$ cat config.mk
export PLATFORM = sky130hd
export DESIGN_NAME = prv_csr_arbiter
export DESIGN_NICKNAME = d
export VERILOG_FILES = /design/src/rtl/prv_csr_arb_pkg.sv /design/src/rtl/rr_arbiter.sv /design/src/rtl/prv_csr_arbiter.sv
export SDC_FILE = /design/constraint.sdc
export NUM_CORES = 1
export LEC_CHECK = 0
export ABC_AREA = 1
export BUFFER_PORTS_ARGS = -buffer_cell sky130_fd_sc_hd__buf_2
export CAP_MARGIN = 20
export CORE_MARGIN = 2
export CORE_UTILIZATION = 50
export DETAILED_ROUTE_END_ITERATION = 12
export PLACE_DENSITY = 0.86
export SLEW_MARGIN = 15
export SYNTH_ARGS = -nofsm -noshare
export SYNTH_HDL_FRONTEND = slang
export SYNTH_SLANG_ARGS = --single-unit
$ cat constraint.sdc
create_clock -name CLK -period 2.7 [get_ports CLK]
set_input_delay 0.27 -clock CLK [delete_from_list [all_inputs] [get_ports CLK]]
set_output_delay 0.27 -clock CLK [all_outputs]
set_load 0.03 [all_outputs]
$ cat src/rtl/prv_csr_arb_pkg.sv
// Shared types for the CSR request arbiter: op encoding, FSM states and the
// default-width request record.
package prv_csr_arb_pkg;

    localparam int unsigned CsrAddrW = 12;
    localparam int unsigned WordW    = 32;

    typedef enum logic [1:0] {
        OpSwap = 2'd0,
        OpSet  = 2'd1,
        OpClr  = 2'd2,
        OpRo   = 2'd3
    } csr_op_t;

    typedef enum logic [1:0] {
        StIdle  = 2'd0,
        StIssue = 2'd1,
        StResp  = 2'd2
    } arb_state_t;

    typedef struct packed {
        csr_op_t               op;
        logic [CsrAddrW-1:0]   addr;
        logic [WordW-1:0]      wdata;
    } csr_req_t;

endpackage

$ cat src/rtl/rr_arbiter.sv
// Combinational round-robin arbiter: grants the first requester at or after ptr,
// wrapping modulo N.
module rr_arbiter #(
    parameter int unsigned N = 2,
    localparam int unsigned IdxW = (N > 1) ? $clog2(N) : 1
) (
    input  logic [N-1:0]    req,
    input  logic [IdxW-1:0] ptr,
    output logic [N-1:0]    gnt,
    output logic [IdxW-1:0] gnt_idx
);

    logic        found;
    int unsigned idx;

    always_comb begin
        gnt     = '0;
        gnt_idx = '0;
        found   = 1'b0;
        idx     = 0;
        for (int unsigned i = 0; i < N; i++) begin
            idx = 32'(ptr) + i;
            if (idx >= N) begin
                idx = idx - N;
            end
            if (!found && req[idx]) begin
                found    = 1'b1;
                gnt[idx] = 1'b1;
                gnt_idx  = IdxW'(idx);
            end
        end
    end

endmodule

$ cat src/rtl/prv_csr_arbiter.sv
// Arbitrates CSR requests from several pipeline-side ports onto the single priv
// CSR port, with round-robin fairness, flush-drop and an ack timeout.
module prv_csr_arbiter
    import prv_csr_arb_pkg::*;
#(
    parameter int unsigned NUM_PORTS  = 2,
    parameter int unsigned WORD_W     = 32,
    parameter int unsigned CSR_ADDR_W = 12,
    parameter int unsigned TIMEOUT    = 16
) (
    input  logic                            CLK,
    input  logic                            RST,
    input  logic [NUM_PORTS-1:0]            req_valid,
    output logic [NUM_PORTS-1:0]            req_ready,
    input  logic [NUM_PORTS*2-1:0]          req_op,
    input  logic [NUM_PORTS*CSR_ADDR_W-1:0] req_addr,
    input  logic [NUM_PORTS*WORD_W-1:0]     req_wdata,
    output logic [NUM_PORTS-1:0]            resp_valid,
    output logic [WORD_W-1:0]               resp_rdata,
    output logic                            resp_err,
    input  logic                            pipe_clear,
    output logic                            priv_req,
    output logic                            priv_swap,
    output logic                            priv_set,
    output logic                            priv_clr,
    output logic                            priv_read_only,
    output logic [CSR_ADDR_W-1:0]           priv_addr,
    output logic [WORD_W-1:0]               priv_wdata,
    input  logic                            priv_ack,
    input  logic [WORD_W-1:0]               priv_rdata,
    input  logic                            priv_invalid
);

    localparam int unsigned IdxW   = (NUM_PORTS > 1) ? $clog2(NUM_PORTS) : 1;
    localparam int unsigned TimerW = (TIMEOUT > 1) ? $clog2(TIMEOUT) : 1;
    localparam logic [TimerW-1:0] TimerLast = TimerW'((TIMEOUT > 0) ? TIMEOUT - 1 : 0);
    localparam logic [IdxW-1:0]   LastPort  = IdxW'(NUM_PORTS - 1);

    // Same layout as csr_req_t, sized by this instance's parameters.
    typedef struct packed {
        csr_op_t               op;
        logic [CSR_ADDR_W-1:0] addr;
        logic [WORD_W-1:0]     wdata;
    } held_req_t;

    arb_state_t          state_q, state_d;
    logic [IdxW-1:0]     rr_ptr_q, rr_ptr_d;
    logic [IdxW-1:0]     owner_q, owner_d;
    logic [TimerW-1:0]   timer_q, timer_d;
    held_req_t           held_q, held_d;
    logic                drop_q, drop_d;
    logic [WORD_W-1:0]   rdata_q, rdata_d;
    logic                err_q, err_d;

    logic [NUM_PORTS-1:0] gnt;
    logic [IdxW-1:0]      gnt_idx;
    held_req_t            sel_req;

    rr_arbiter #(
        .N(NUM_PORTS)
    ) u_rr (
        .req    (req_valid),
        .ptr    (rr_ptr_q),
        .gnt    (gnt),
        .gnt_idx(gnt_idx)
    );

    always_comb begin
        sel_req = '0;
        for (int unsigned p = 0; p < NUM_PORTS; p++) begin
            if (gnt[p]) begin
                sel_req.op    = csr_op_t'(req_op[2*p +: 2]);
                sel_req.addr  = req_addr[CSR_ADDR_W*p +: CSR_ADDR_W];
                sel_req.wdata = req_wdata[WORD_W*p +: WORD_W];
            end
        end
    end

    always_comb begin
        state_d  = state_q;
        rr_ptr_d = rr_ptr_q;
        owner_d  = owner_q;
        timer_d  = timer_q;
        held_d   = held_q;
        drop_d   = drop_q;
        rdata_d  = rdata_q;
        err_d    = err_q;
        unique case (state_q)
            StIdle: begin
                if (!pipe_clear && |req_valid) begin
                    held_d  = sel_req;
                    owner_d = gnt_idx;
                    state_d = StIssue;
                end
            end
            StIssue: begin
                timer_d = timer_q + 1'b1;
                // A flush cannot abort the priv access, only suppress its response.
                drop_d  = drop_q | pipe_clear;
                if (priv_ack) begin
                    rdata_d = priv_rdata;
                    err_d   = priv_invalid;
                    state_d = StResp;
                end else if (TIMEOUT != 0 && timer_q == TimerLast) begin
                    rdata_d = '0;
                    err_d   = 1'b1;
                    state_d = StResp;
                end
            end
            StResp: begin
                rr_ptr_d = (owner_q == LastPort) ? '0 : owner_q + 1'b1;
                drop_d   = 1'b0;
                timer_d  = '0;
                state_d  = StIdle;
            end
            default: state_d = StIdle;
        endcase
    end

    always_comb begin
        req_ready      = (state_q == StIdle && !pipe_clear) ? gnt : '0;
        priv_req       = (state_q == StIssue);
        priv_swap      = 1'b0;
        priv_set       = 1'b0;
        priv_clr       = 1'b0;
        priv_read_only = 1'b0;
        if (priv_req) begin
            unique case (held_q.op)
                OpSwap: priv_swap      = 1'b1;
                OpSet:  priv_set       = 1'b1;
                OpClr:  priv_clr       = 1'b1;
                OpRo:   priv_read_only = 1'b1;
                default: ;
            endcase
        end
        priv_addr  = held_q.addr;
        priv_wdata = held_q.wdata;
        resp_valid = '0;
        resp_rdata = '0;
        resp_err   = 1'b0;
        if (state_q == StResp) begin
            if (!drop_q) begin
                resp_valid[owner_q] = 1'b1;
            end
            resp_rdata = rdata_q;
            resp_err   = err_q;
        end
    end

    always_ff @(posedge CLK) begin
        if (RST) begin
            state_q  <= StIdle;
            rr_ptr_q <= '0;
            owner_q  <= '0;
            timer_q  <= '0;
            held_q   <= '0;
            drop_q   <= 1'b0;
            rdata_q  <= '0;
            err_q    <= 1'b0;
        end else begin
            state_q  <= state_d;
            rr_ptr_q <= rr_ptr_d;
            owner_q  <= owner_d;
            timer_q  <= timer_d;
            held_q   <= held_d;
            drop_q   <= drop_d;
            rdata_q  <= rdata_d;
            err_q    <= err_d;
        end
    end

endmodule

Word level (Yosys, flattened, before mapping)

Cells that the tools add are included.

Register bits: 88
Input port bits: 131
Output and inout port bits: 86
Logic and storage cells: 92

Add/sub/neg operators: 5
Magnitude comparators: 8
Equality and inequality tests: 8
Muxes and demuxes: 43
Bitwise gates (word level): 2
Reduce and logical (&&, ||, !) cells: 16

Operators by type and width:

| kind                                                         | number |
|---|---|
| 2-to-1 mux 32 bit                                            | 5 |
| 2-to-1 mux 46 bit                                            | 2 |
| >= comparator 32 x 1 -> 1 bit (second input constant)        | 2 |
| less-than comparator 32 x 2 -> 1 bit (second input constant) | 2 |
| >= comparator 32 x 2 -> 1 bit (second input constant)        | 1 |
| subtractor 32 x 2 -> 32 bit (second input constant)          | 1 |
| 2-to-1 mux 1 bit                                             | 22 |
| 2-to-1 mux 2 bit                                             | 8 |
| case mux 4 bit (2 select lines)                              | 1 |
| equality test 2 bit (second input constant)                  | 3 |
| logical AND 1 bit                                            | 6 |
| AND reduction 2 bit                                          | 3 |
| adder 4 x 1 -> 4 bit (second input constant)                 | 1 |
| equality test 2 x 1 -> 1 bit (second input constant)         | 2 |
| equality test 4 bit (second input constant)                  | 1 |
| zero test 2 bit                                              | 2 |
| case mux 2 bit (2 select lines)                              | 1 |
| nonzero test 2 bit                                           | 2 |
| demux 1 bit (select 1 bit)                                   | 3 |
| inequality test 3 x 1 -> 1 bit (second input constant)       | 1 |
| subtractor 1 x 2 -> 3 bit (second input constant)            | 1 |
| adder 1 x 1 -> 2 bit (second input constant)                 | 1 |
| >= comparator 1 x 2 -> 1 bit (second input constant)         | 1 |
| zero test 1 bit                                              | 2 |
| other kinds (8)                                              | 8 |

Logic depth before layout (Yosys ltp)

Gate-level depths: netlist of the first run.

Depth after elaboration: 11
Gate-level depth with buffers: 9
Mapped depth without buffers: 8

Hierarchy

A second synthesis of the first run with hierarchy kept.

Cell total of the unflattened synthesis: 599
Area total of the unflattened synthesis: 4,332.9 µm²

Modules (own cells, without submodules):

| module          | times used | cells an instance | area each (µm²) | sequential area each (µm²) |
|---|---|---|---|---|
| prv_csr_arbiter | 1          | 594               | 4,304.1         | 1,761.7 |
| rr_arbiter      | 1          | 5                 | 28.8            | 0.0 |

Worst setup path after synthesis of the first run

Ideal clock, no wire load.

Path kind: reg-to-output
Start: register state_q[1]
End: output port priv_read_only
Arrival time: 1,622 ps
Data required time: 2,430 ps
Path slack: 808 ps
Stages on the path, launching flop included: 5
Path buffers: 0
Cells stage by stage: dfxtp_1 inv_1 ha_1 inv_1 nor3_1

Longest elaborated chain between the ends: 2

Ends and longest elaborated chain:

| element                      | line                   | text |
|---|---|---|
| start: declaration           | prv_csr_arbiter.sv:46  | `arb_state_t state_q, state_d;` |
| start signal: assignment     | prv_csr_arbiter.sv:152 | `state_q <= StIdle;` |
| start signal: assignment     | prv_csr_arbiter.sv:161 | `state_q <= state_d;` |
| equality test 2 x 1 -> 1 bit | prv_csr_arbiter.sv:122 | `priv_req = (state_q == StIssue);` |
| net priv_req                 | prv_csr_arbiter.sv:22  | `output logic priv_req,` |
| 2-to-1 mux 1 bit             | prv_csr_arbiter.sv:127 | `if (priv_req) begin` |
| end: declaration             | prv_csr_arbiter.sv:26  | `output logic priv_read_only,` |

The timed path passes the listed nets, and every way through them passes these cells.

Worst setup path in the final report of the first run

Start: register state_q[0]
End: output port req_ready[1]

Longest elaborated chain between the ends: 3

Ends and longest elaborated chain:

| element           | line                   | text |
|---|---|---|
| zero test 2 bit   | prv_csr_arbiter.sv:121 | `req_ready = (state_q == StIdle && !pipe_clear) ? gnt : '0;` |
| logical AND 1 bit | prv_csr_arbiter.sv:121 |  |
| 2-to-1 mux 2 bit  | prv_csr_arbiter.sv:121 |  |
| end: declaration  | prv_csr_arbiter.sv:14  | `output logic [NUM_PORTS-1:0] req_ready,` |

Every way passes these cells.

==> run metrics, run 1 <==
H-tree depth 3; Most Crowded Layer GR met2; DRC errors left 0; DP HPWL 8070 microns; worst setup path start state_q[0]; FMAX 467 MHz; number of global-route vias before repair 4252; fin crit period approximately 2.1 ns; Core Area a little under 9000 sq um; Syn Area/Cell 6.49 sq um; Setup crit end req_ready[1]; P per Cell Area 563 nW/um^2; antenna violations before repair 1; die height 98.2 microns; num ports 217; met1 Use GR around 27%; post-synthesis sequential area ratio around two fifths; Max-cap violations 0; Arrival @ worst endpoint 1.87 ns; Hold Buf Count CTS 0; RR Endpoint priv_wdata[13]; DIE WIDTH 98.2 microns; Post-DRT Antenna Nets 0; syn nets roughly 820; setup_tns 0 ns; Pleak 3.04 nW; # clock sinks 88; share of cells above drive strength 1 29.2%; delay of the slowest critical-path stage roughly 0.42 ns; Layout Nets slightly below 1000; FF+latch count, synth 88; die area 9650 sq um; Clock Skews 0.0143 ns; GR Util met2 around two fifths; kind of critical path reg -> out; worst slack, placed 0.747 ns; Routed WL 11300 microns; vias roughly 4500; Crit Path Max Fanout 20; r2r setup slk 0.77 ns; post-route clock period utilization just under 80%; final setup margin around 0.56 ns; GP Congestion between 0.7 and 0.8; FF-to-FF Start state_q[0]; pin count of the biggest net entering global routing 48; gr ovfl total 0; input/output buffers 216; slowest stage cell, crit path a21oi_4; num rows 34; Critical Path RT between 2 and 2.5 ns; fin. max-slew vios 0; total track usage 23.2%; leading area contributor after synthesis dfxtp_1; Pre-Repair DR Iteration Count 4; Starting Density 51.2%; Max Buffers Root-to-Sink 2; Max VDD drop 0.330 mV; Yosys top cell area share between 30 and 40%; Num CTS Buffers 9; WL per Instance 11.9 microns; Tot Pwr 0.00306 W; clock latency on the worst-skew pair about 0.35 ns; met3 layer usage reported by global route 5.08%; final hold vios 0; Startpoint Class register; status completed; CTS clk-pin slew, worst paths 0.10 ns; Post-Syn Area ~4400 sq um; clock root buffer clkbuf_8; Gate Count Post-Synth about 680; Worst slew margin approximately half; Critical Path, Cell by Cell inv_1, ha_1, nand2_1, a21oi_4, nand2_1, inv_1, buf_2; first-pass GRT wire length 18700 microns; Worst R2R Path Depth 7; commonest non-fill, non-tap cells in the layout nand2_1 (255), buf_2 (216), dfxtp_1 (88), nor2_1 (79), a21oi_1 (52); CTS tree built; CP endpoint kind output pin; # setup viols final 0; unrepaired setup endpoints after global routing false; area grow syn2layout 22.3%; CTS-repair resized insts 0; YS warnings 0; worst-margin pin slew around 0.76 ns; Initial DRC Count 163; main area contributors after synthesis dfxtp_1 (40%), nand2_1 (22%), buf_4 (7.8%); worst hold path class in -> reg; Post-CTS Setup Bufs 0; vias per cell 4.77; synth unique cells 19; commonest non-fill, non-tap cell in the layout nand2_1
[state kept, by name, indices dropped and copies added (netlist names)]
name        flops
priv_addr      12
owner_q         1
rr_ptr_q        1
timer_q         4
rdata_q        32
state_q         2
err_q           1
drop_q          1
priv_wdata     32
held_q          2
[worst max-delay path: cells and delay by family, from the launching register on]
kind / cells / cell delay (ns)
buffers and inverters: 3 / 0.36
AOI/OAI and AO/OA: 1 / 0.42
DFF: 1 / 0.33
adders and majority gates: 1 / 0.17
and+or+nand+nor: 2 / 0.25
[worst min path at each step]
stage	startpoint	endpoint	slack, ns	depth (start not counted)
after global placement	err_q	err_q	0.44	2
after floorplan	priv_rdata[8]	rdata_q[8]	0.42	2
after global routing	priv_rdata[13]	rdata_q[13]	0.15	3
after detailed placement	rdata_q[23]	rdata_q[23]	0.45	2
after CTS	priv_rdata[20]	rdata_q[20]	0.14	3
final	priv_rdata[15]	rdata_q[15]	0.16	3
[synth_stat cells]
cell type and instances:
a21oi_1 52, a21oi_4 3, buf_1 1, buf_2 8, buf_4 46, buf_6 4
clkbuf_1 23, dfxtp_1 88, ha_1 4, inv_1 49, inv_2 3, nand2_1 255
nand3_1 23, nand4_1 1, nor2_1 79, nor3_1 5, o21ai_0 36, o21ai_1 3
xor2_1 1
[power breakdown]
part	internal (W)	switching, W	leakage [nW]
Clock	0.000550	0.000472	0.109
Combinational	0.000212	0.000399	2.21
Sequential	0.00138	0.0000422	0.720
[routing by layer]
metal  routed length [microns]  share of wire [%]
met4                       378                3.3
met3                       654                5.8
met1                      4820                 43
met2                      5440                 48
met5                         0                  0
[per-stage QoR]
step           instance area (sq um)  hold WS, ns  cells  util, %
3_3_place_gp                    5200        0.436    934     59.9
5_1_grt                         5430        0.150    951     62.6
6_report                        5430        0.155    951     62.6
2_1_floorplan                   4440        0.417    684        -
4_1_cts                         5430        0.139    950     62.5
3_5_place_dp                    5200        0.453    934     59.9
[cells by family (layout without fill, tap and decap cells)]
| family | count (synthesis) | count (layout) | share of synthesized area (%) |
|---|---|---|---|
| other cells | 0 | 1 | 0 |
| fa+ha+maj | 4 | 4 | 1.13 |
| flops | 88 | 88 | 39.7 |
| xor+xnor | 1 | 1 | 0.197 |
| simple gates | 363 | 363 | 31.5 |
| compound gates | 94 | 94 | 11.4 |
| buf+inv | 134 | 292 | 16.1 |
[final cells by class]
type                       count  area, sq um
tap                          108          135
multi-input combinational    462         1960
antenna                        1         2.50
timing repair buffer         224         1140
inverter                      52          195
fill                         854         3250
clock inverter                 6         92.6
clock buffer                  10          138
sequential                    88         1760
Note: power is estimated with default switching activity, not from simulation.
==> inputs of run 2 (changes only) <==
Settings changed: CORE_UTILIZATION 50 to 42, PLACE_DENSITY 0.86 to 0.77.
Clock period 2.7 ns to 1.8 ns, I/O delays scaled along.
==> run metrics, run 2 (synthesized netlist as in run 1, its figures left out) <==
GP Congestion 0.818 (+3.5%); Clock Skews 0.0107 ns (-0.00355 ns); Routed WL 11400 microns (+0.91%); Hold Buf Count CTS 0 (unchanged); num ports 217 (unchanged); DP HPWL 8310 microns (+2.9%); Starting Density 43.2% (-8.0 points); Worst slew margin 65.8% (+17 points); pin count of the biggest net entering global routing 48 (unchanged); # clock sinks 88 (unchanged); r2r setup slk 0.22 ns (-0.55 ns); # setup viols final 0 (unchanged); input/output buffers 216 (unchanged); Startpoint Class register; unrepaired setup endpoints after global routing false; Max-cap violations 0 (unchanged); post-route clock period utilization 93.2%; diode count 0 (-1); commonest non-fill, non-tap cells in the layout nand2_1 (255), buf_2 (213), dfxtp_1 (87), nor2_1 (79), a21oi_1 (52); Core Area 10300 sq um (+18%); FMAX 596 MHz; worst-margin pin slew 0.513 ns (-0.248 ns); area grow syn2layout 26.5%; die height 107 microns (+8.7%); status completed; CTS clk-pin slew, worst paths 0.09 ns (about the same); Post-DRT Antenna Nets 0 (unchanged); Final Core Density 54.7% (-7.9 points); antenna violations before repair 0 (-1); clock latency on the worst-skew pair 0.35 ns (about the same); commonest non-fill, non-tap cell in the layout nand2_1; Pleak 3.10 nW (+2.1%); clock root buffer clkbuf_8; num rows 37 (+8.8%); Tot Pwr 0.00484 W (+58%); Crit Path Max Fanout 15 (-25%); fin crit period 1.68 ns; fin. max-slew vios 0 (unchanged); Layout Nets 977 (+0.51%); gr ovfl total 0 (unchanged); die area 11400 sq um (+18%); Max VDD drop 0.429 mV (+30%); DIE WIDTH 107 microns (+8.7%); worst hold path class in -> reg; CTS tree built; Filler Cell Count 1058 (+24%); Num CTS Buffers 9 (unchanged); Arrival @ worst endpoint 1.50 ns (-0.37 ns); WL per Instance 11.6 microns (-2.4%); hold slack 0.0713 ns (-0.0838 ns); P per Cell Area 862 nW/um^2 (+53%); number of global-route vias before repair 4162 (-2.1%); Initial DRC Count 242 (+48%); share of cells above drive strength 1 30.1% (+0.89 points); first-pass GRT wire length 18600 microns (-0.33%); setup_tns 0 ns (unchanged); H-tree depth 3 (unchanged); Max Buffers Root-to-Sink 2 (unchanged); CP endpoint kind output pin; DRC errors left 0 (unchanged); vias per cell 4.55 (-4.5%); total track usage 20.1% (-3.1 points); Pre-Repair DR Iteration Count 6 (+2); final hold vios 0 (unchanged); Critical Path RT 1.62 ns (-0.81 ns); vias 4474 (-1.3%); kind of critical path reg -> out
-- run 2: critical path, stage by stage, from the launching register on --
cell     delay [ns]
dfxtp_2        0.34
inv_2          0.06
ha_2           0.24
buf_6          0.19
nand2_1        0.07
inv_1          0.06
buf_2          0.18
-- run 2: layout make-up --
class / instances / area [sq um] / share of cell area (%)
multi-input cells: 462 / 1980 / 35.2
flip-flops and latches: 88 / 1760 / 31.4
repair buffers: 229 / 1250 / 22.3
inverters: 52 / 195 / 3.47
well taps: 136 / 170 / 3.03
clock buffers: 11 / 131 / 2.34
clock inverters: 5 / 129 / 2.29
-- run 2: power by group --
group          internal (W)  switching (W)  leakage (nW)
clock network       0.00107       0.000684         0.128
logic              0.000346       0.000608          2.26
registers           0.00207      0.0000641         0.720
total               0.00349        0.00136          3.10
-- run 2: per-stage QoR --
stage | std cells | area, sq um | worst slack (ns)
6_report | 983 | 5620 | 0.123
2_1_floorplan | 684 | 4440 | -0.00174
4_1_cts | 982 | 5580 | 0.00359
3_5_place_dp | 966 | 5310 | 0.307
3_3_place_gp | 966 | 5310 | 0.371
5_1_grt | 983 | 5620 | 0.00293
-- run 2: what timing repair did --
item	4_1_cts	5_1_grt
setup buffers	0	1
setup endpoints to repair	4	39
resized for setup	2	14
-- run 2: path summary, 6_finish.rpt --
check	from	to	cells past startpoint
setup reg to reg	state_q[1]	priv_wdata[29]	8
setup / recovery	state_q[0]	resp_rdata[5]	6
hold reg to reg	err_q	err_q	2
hold / removal	priv_rdata[28]	rdata_q[28]	3
-- run 2: metal layers --
metal  global-route usage (%)  vias up  share of wire (%)
li1                         -     2368                  -
met1                     24.0     1951                 43
met2                     34.9      138                 48
met3                     5.90       17                6.7
met4                     6.03        0                1.6
met5                        0        -                  0
